`src/rtl/pc_fetch_stage_pkg.sv`:
```
// Shared CPU definitions for the fetch stage: FSM states, NOP/HALT encodings, PC step.
package pc_fetch_stage_pkg;

    typedef enum logic [1:0] {
        BOOT = 2'd0,
        RUN  = 2'd1,
        HALT = 2'd2
    } fetch_state_t;

    localparam logic [15:0] NOP_INSTR   = 16'h0000;
    localparam logic [3:0]  HALT_OPCODE = 4'hF;
    localparam logic [15:0] PC_STEP     = 16'd2;

    function automatic logic is_halt(input logic [15:0] instr);
        return instr[15:12] == HALT_OPCODE;
    endfunction

endpackage

```
`src/rtl/pc_fetch_stage_ifid_reg.sv`:
```
// IF/ID pipeline latch: flush inserts a bubble (PC fields kept), load captures a fetch, else hold.
module ifid_reg
    import pc_fetch_stage_pkg::*;
(
    input  logic        clk,
    input  logic        rst_n,
    input  logic        load,
    input  logic        flush,
    input  logic [15:0] fetch_instr,
    input  logic [15:0] fetch_pc,
    input  logic [15:0] fetch_pc_plus2,
    output logic [15:0] instr,
    output logic [15:0] pc,
    output logic [15:0] pc_plus2,
    output logic        valid
);

    always_ff @(posedge clk or negedge rst_n) begin
        if (!rst_n) begin
            instr    <= NOP_INSTR;
            pc       <= '0;
            pc_plus2 <= '0;
            valid    <= 1'b0;
        end else if (flush) begin
            instr <= NOP_INSTR;
            valid <= 1'b0;
        end else if (load) begin
            instr    <= fetch_instr;
            pc       <= fetch_pc;
            pc_plus2 <= fetch_pc_plus2;
            valid    <= 1'b1;
        end
    end

endmodule

```
`src/rtl/pc_fetch_stage.sv`:
```
// Instruction-fetch stage: PC register, BOOT/RUN/HALT control and the IF/ID latch.
module pc_fetch_stage
    import pc_fetch_stage_pkg::*;
#(
    parameter logic [15:0] RESET_PC = 16'h0000
) (
    input  logic        clk,
    input  logic        rst_n,
    input  logic        stall,
    input  logic        pc_src,
    input  logic [15:0] branch_target,
    input  logic [15:0] imem_rdata,
    output logic [15:0] imem_addr,
    output logic [15:0] ifid_instr,
    output logic [15:0] ifid_pc,
    output logic [15:0] ifid_pc_plus2,
    output logic        ifid_valid,
    output logic        halted
);

    fetch_state_t state;
    logic [15:0]  pc;
    logic [15:0]  pc_seq;
    logic         load;
    logic         flush;

    assign imem_addr = pc;
    assign pc_seq    = pc + PC_STEP;

    always_comb begin
        load  = 1'b0;
        flush = 1'b0;
        case (state)
            RUN: begin
                if (!stall) begin
                    if (pc_src) flush = 1'b1;
                    else        load  = 1'b1;
                end
            end
            default: flush = 1'b1;
        endcase
    end

    always_ff @(posedge clk or negedge rst_n) begin
        if (!rst_n) begin
            pc     <= RESET_PC;
            state  <= BOOT;
            halted <= 1'b0;
        end else begin
            case (state)
                BOOT: begin
                    state  <= RUN;
                    halted <= 1'b0;
                end
                RUN: begin
                    // Stall outranks redirect: comparator operands are stale while stalled.
                    if (!stall) begin
                        if (pc_src) begin
                            pc <= branch_target & 16'hFFFE;
                        end else begin
                            pc <= pc_seq;
                            if (is_halt(imem_rdata)) begin
                                state  <= HALT;
                                halted <= 1'b1;
                            end
                        end
                    end
                end
                HALT: begin
                    halted <= 1'b1;
                end
                default: begin
                    state  <= BOOT;
                    halted <= 1'b0;
                end
            endcase
        end
    end

    ifid_reg u_ifid (
        .clk            (clk),
        .rst_n          (rst_n),
        .load           (load),
        .flush          (flush),
        .fetch_instr    (imem_rdata),
        .fetch_pc       (pc),
        .fetch_pc_plus2 (pc_seq),
        .instr          (ifid_instr),
        .pc             (ifid_pc),
        .pc_plus2       (ifid_pc_plus2),
        .valid          (ifid_valid)
    );

endmodule

```
`config.mk`:
```
export PLATFORM = sky130hd
export DESIGN_NAME = pc_fetch_stage
export DESIGN_NICKNAME = d
export VERILOG_FILES = /design/src/rtl/pc_fetch_stage_pkg.sv /design/src/rtl/pc_fetch_stage_ifid_reg.sv /design/src/rtl/pc_fetch_stage.sv
export SDC_FILE = /design/constraint.sdc
export NUM_CORES = 1
export LEC_CHECK = 0
export CORE_ASPECT_RATIO = 0.75
export CORE_MARGIN = 2
export CORE_UTILIZATION = 44
export DETAILED_ROUTE_END_ITERATION = 10
export DONT_BUFFER_PORTS = 1
export GPL_ROUTABILITY_DRIVEN = 0
export SYNTH_ARGS = -nofsm -noshare
export SYNTH_HDL_FRONTEND = slang
export SYNTH_SLANG_ARGS = --single-unit
```
`constraint.sdc`:
```
create_clock -name clk -period 1.74 [get_ports clk]
set_input_delay 0.261 -clock clk [delete_from_list [all_inputs] [get_ports clk]]
set_output_delay 0.261 -clock clk [all_outputs]
set_load 0.02 [all_outputs]
```
### After elaboration in Yosys (flattened, before gate mapping)

Index checks and enable logic that the tools add are counted.

| storage, ports and cells | value |
|---|---|
| word-level logic and storage cells | 42 |
| flip-flop bits (word level) | 68 |
| input bits | 36 |
| output and inout bits | 66 |

| cells by class | value |
|---|---|
| add/sub/neg operators | 1 |
| bitwise gates (word level) | 3 |
| equal/unequal tests | 6 |
| mux-type cells | 19 |
| reduce and logical (&&, ||, !) cells | 6 |

Operators by type and width:

| kind | number |
|---|---|
| $mux 16 | 3 |
| $add 16x2->16 const B | 1 |
| $mux 1 | 11 |
| $mux 2 | 3 |
| $ne 2x2->1 const B | 3 |
| $pmux 2 s3 | 1 |
| $eq 4x4->1 const B | 1 |
| $reduce_and 2->1 | 2 |
| $reduce_and 4->1 | 1 |
| $not 1->1 | 3 |
| $reduce_and 3->1 | 1 |
| $eq 2x1->1 const B | 1 |
| $eq 2x2->1 const B | 1 |
| $logic_not 2->1 | 1 |
| $pmux 1 s2 | 1 |
| $reduce_bool 2->1 | 1 |

### Logic depth before layout (Yosys ltp)

| depth | value |
|---|---|
| depth in word-level cells | 5 |
| mapped depth | 8 |
| gate-level depth less buffers | 6 |

### Modules after synthesis

From an unflattened synthesis, not the netlist that was laid out.

| unflattened totals | value |
|---|---|
| cells, all modules | 272 |
| area total of the unflattened synthesis | 3374.5 sq um |

Modules (own cells, without submodules):

| module | instances | area each (sq um) | cells each |
|---|---|---|---|
| ifid_reg | 1 | 2039.5 | 124 |
| pc_fetch_stage | 1 | 1335.0 | 148 |

### Worst setup path after synthesis

Ideal clock, no wire load.

| timing | value |
|---|---|
| path type | register to register |
| start | register state[1] |
| end | register pc[1], in the netlist imem_addr[1] |
| slack | 65 ps |
| required time | 1653 ps |
| cell stages (with the launch flop) | 8 |
| data arrival time | 1588 ps |
| path buffers | 3 |
| setup time | 87 ps |
| cell sequence | dfrtp_1 > inv_1 > ha_1 > or3b_1 > clkbuf_1 > buf_2 > buf_2 > o211ai_1 |

| between the ends | value |
|---|---|
| word-level cells in the longest chain between the ends | 2 |

Ends and longest elaborated chain:

| element | RTL line | source |
|---|---|---|
| start, declared | pc_fetch_stage.sv:21 | `fetch_state_t state;` |
| start signal, assigned | pc_fetch_stage.sv:47 | `state <= BOOT;` |
| start signal, assigned | pc_fetch_stage.sv:52 | `state <= RUN;` |
| start signal, assigned | pc_fetch_stage.sv:63 | `state <= HALT;` |
| $eq 2x1->1 | pc_fetch_stage.sv:50 | `case (state)` |
| $reduce_and 2->1 (no source line) | -- |  |
| end signal, assigned | pc_fetch_stage.sv:59 | `pc <= branch_target & 16'hFFFE;` |
| end signal, assigned | pc_fetch_stage.sv:61 | `pc <= pc_seq;` |
| end, declared | pc_fetch_stage.sv:22 | `logic [15:0] pc;` |

No other way between the ends.
A chain may end at the register's enable or synchronous reset.

### Worst setup path in the final report

| timing | value |
|---|---|
| start | register pc[2], in the netlist imem_addr[2] |
| end | register pc[15], in the netlist imem_addr[15] |

| between the ends | value |
|---|---|
| word-level cells in the longest chain between the ends | 2 |

Ends and longest elaborated chain:

| element | RTL line | source |
|---|---|---|
| $add 16x2->16 | pc_fetch_stage.sv:28 | `assign pc_seq = pc + PC_STEP;` |
| $mux 16 | pc_fetch_stage.sv:58 | `if (pc_src) begin` |

No other way between the ends.

==> impl_metrics.csv <==
group,metric,value,unit
status,status,"finished, violations left",
status,violations,"negative hold slack",
logic_synthesis,yosys_most_used_dff,"dfrtp_1",
floorplanning,die_x,99.23,um
drt,drt_iter0_drc,88,
final_layout,fin_util,0.5262,
setup_path,worstPathArrival,1.84,ns
logic_synthesis,synth_cell_types,45,
setup_path,crit_fanout,6,
logic_synthesis,syn_area,2993,um^2
logic_synthesis,synthArstFlopShare,1.000,
global_route,grt_pass1_vias,2217,
setup_path,cp-end-kind,"register",
timing,rsz0062_at_grt,"false",
floorplanning,dieArea,7484,um^2
final_layout,fin_cells,394,
clock_network,clkLatencyLatePin,0.35,ns
global_route,grt_first_pass_wirelength,11.70,mm
clock_network,cts.sinks,65,
setup_path,crit_slowest_cell,"dfrtp_1",
floorplanning,start_util,0.4645,
drt,drcViolationCount,0,
logic_synthesis,synth_edf_count,0,
global_route,antenna_found_initial,0,
global_route,grt_start_max_net_pins,66,
logic_synthesis,synth_area_leaders,"dfrtp_1, nand2_1, a22o_1",
final_layout,final_nets,349,
final_layout,stdcell_area,3391,um^2
logic_synthesis,synth_common_cells,"nand2_1, dfrtp_1, a22o_1",
drt,wl_per_cell,18.26,um
clock_network,cts_tree,"done",
logic_synthesis,seq_area_frac_synth,0.5435,
clock_network,clkTransAtPathRegs,0.07,ns
setup_path,r2r-end,"imem_addr[15]",
drt,ant_nets,0,
floorplanning,core,6444,um^2
drt,via_per_inst,5.536,
placed_design,portBuffers,0,
setup_path,worst-r2r-cell-count,5,
placed_design,dp_hpwl,4.970,mm
drt,vias,2181,
timing,setup_violations,0,
timing,fin_crit,1.606,ns
hold_path,hold_path.class,"primary input to asynchronous set/reset pin",
logic_synthesis,synth_area_per_cell,9.943,um^2
global_route,overflow,0,
final_layout,antenna_cells,0,
timing,hold_viol_final,65,
timing,fin_crit_sh,0.9230,
floorplanning,die_h,75.43,um
power_and_ir_drop,power.leakage,1.561,nW
setup_path,required,1.97,ns
setup_path,criticalPathCategory,"register to register",
power_and_ir_drop,total_power,6.315,mW
placed_design,placed_cells,378,
final_layout,syn_to_final_growth,13.29,%
timing,fin_tns_setup,0,ns
floorplanning,rows,25,
setup_path,r2r-start,"imem_addr[2]",
timing,holdWs,-0.3981,ns
flow_run,max-cap-violations,0,
logic_synthesis,synth_top_area_cell,"dfrtp_1",
logic_synthesis,syn_inst,301,
clock_network,clockBufferDepth,2,
placed_design,place_area,3171,um^2
drt,first_pass_iters,4,
timing,fin_worst_skew,0.007883,ns
setup_path,critical_path.max_stage_delay,0.43,ns
floorplanning,ios,102,
timing,drv_slew,0,
global_route,track_usage,0.2060,
logic_synthesis,ys_seq_elements,65,
drt,wl,7.194,mm
power_and_ir_drop,vdd_drop_max,0.0009041,V
logic_synthesis,ys_warn_count,0,
clock_network,cts.htree.levels,3,
setup_path,crit_chain,"ha_2, nand4_4, nor4_2, xnor2_1, o22ai_1",
clock_network,postCtsSetupRepairBufs,0,
logic_synthesis,synth_top_area_frac,0.5435,
clock_network,cts_made_buffers,9,
setup_path,cp-start-kind,"register",
timing,fmax,0.6227,GHz
logic_synthesis,yosysMostFrequentCell,"nand2_1",
final_layout,drive_above_1_share,0.1629,
setup_path,r2r_slack,0.13,ns
power_and_ir_drop,power.density,1862,nW/um^2
clock_network,cts_root_buffer,"clkbuf_8",
-- critical path, delay by kind of cell (launching register included) --
family,cells,cell delay (ns)
AND/OR/NAND/NOR,2,0.45
flip-flops,1,0.43
adder cells (fa/ha/maj),1,0.30
XOR/XNOR,1,0.19
AO/OA/AOI/OAI,1,0.11
-- metal layers --
layer | GRT usage | vias up | wire (um)
li1 | - | 1046 | -
met1 | 0.2661 | 1055 | 3326
met2 | 0.3123 | 65 | 3248
met3 | 0.08532 | 15 | 476
met4 | 0.08371 | 0 | 142
met5 | 0 | - | 0
-- per-stage QoR --
step | hold WS, ns | setup WS, ns
2_1_floorplan | -0.03459 | 0.06480
3_3_place_gp | -0.03241 | 0.1058
3_5_place_dp | -0.03247 | 0.07591
4_1_cts | -0.4117 | 0.05063
5_1_grt | -0.4195 | 0.03321
6_report | -0.3981 | 0.1340
-- registers in the layout, indices dropped and copies added (netlist names) --
signal and flops:
halted 1, imem_addr 15, state 2, u_ifid.instr 16, u_ifid.pc 15, u_ifid.pc_plus2 15, u_ifid.valid 1
-- power breakdown --
| group | switching (mW) | internal, mW |
|---|---|---|
| registers | 0.954 | 2.07 |
| logic | 1.17 | 0.859 |
| clock network | 0.563 | 0.698 |
| total | 2.68 | 3.63 |
-- repair_timing --
item                                    in CTS  in global routing
hold endpoints to repair                    65                 65
endpoints found under the setup margin       0                 51
resized for setup                            0                  9
-- final cells by class --
cell class / instances / area (um^2)
clock buffer: 13 / 148.9
tap: 81 / 101.3
sequential: 65 / 1627
inverter: 6 / 22.52
timing repair buffer: 21 / 195.2
multi-input combinational: 205 / 1256
clock inverter: 3 / 40.04
fill: 600 / 3053
-- placed cells by master (no fill, tap or decap), drive strengths merged, types with 4 or more instances in the layout --
cell,Yosys,routed
nor3,5,5
nand3,5,5
dfrtp,65,65
xnor2,11,11
clkbuf,13,13
ha,5,5
a21oi,8,8
o21ai,25,25
nor2,11,11
buf,14,21
nor4,4,4
inv,6,6
a22o,16,16
nand4,5,5
nand2,67,67
-- logic make-up after synthesis --
family	synth area share
simple gates	0.1731
compound gates	0.1584
flops	0.5435
buf+inv	0.04974
xor+xnor	0.03512
fa+ha+maj	0.02090
mux	0.01798
other cells	0.001253
-- how the worst max path moves through the flow --
| stage | start | endpoint | slack, ns | depth (start not counted) |
|---|---|---|---|---|
| floorplan | state[1] | imem_addr[1] | 0.06 | 7 |
| global placement | state[1] | u_ifid.pc_plus2[13] | 0.11 | 6 |
| detailed placement | imem_addr[2] | imem_addr[15] | 0.08 | 5 |
| CTS | state[1] | u_ifid.pc_plus2[6] | 0.05 | 6 |
| global route | state[1] | imem_addr[13] | 0.03 | 8 |
| finish | imem_addr[2] | imem_addr[15] | 0.13 | 5 |
No activity file was read; power rests on OpenSTA's default activity.
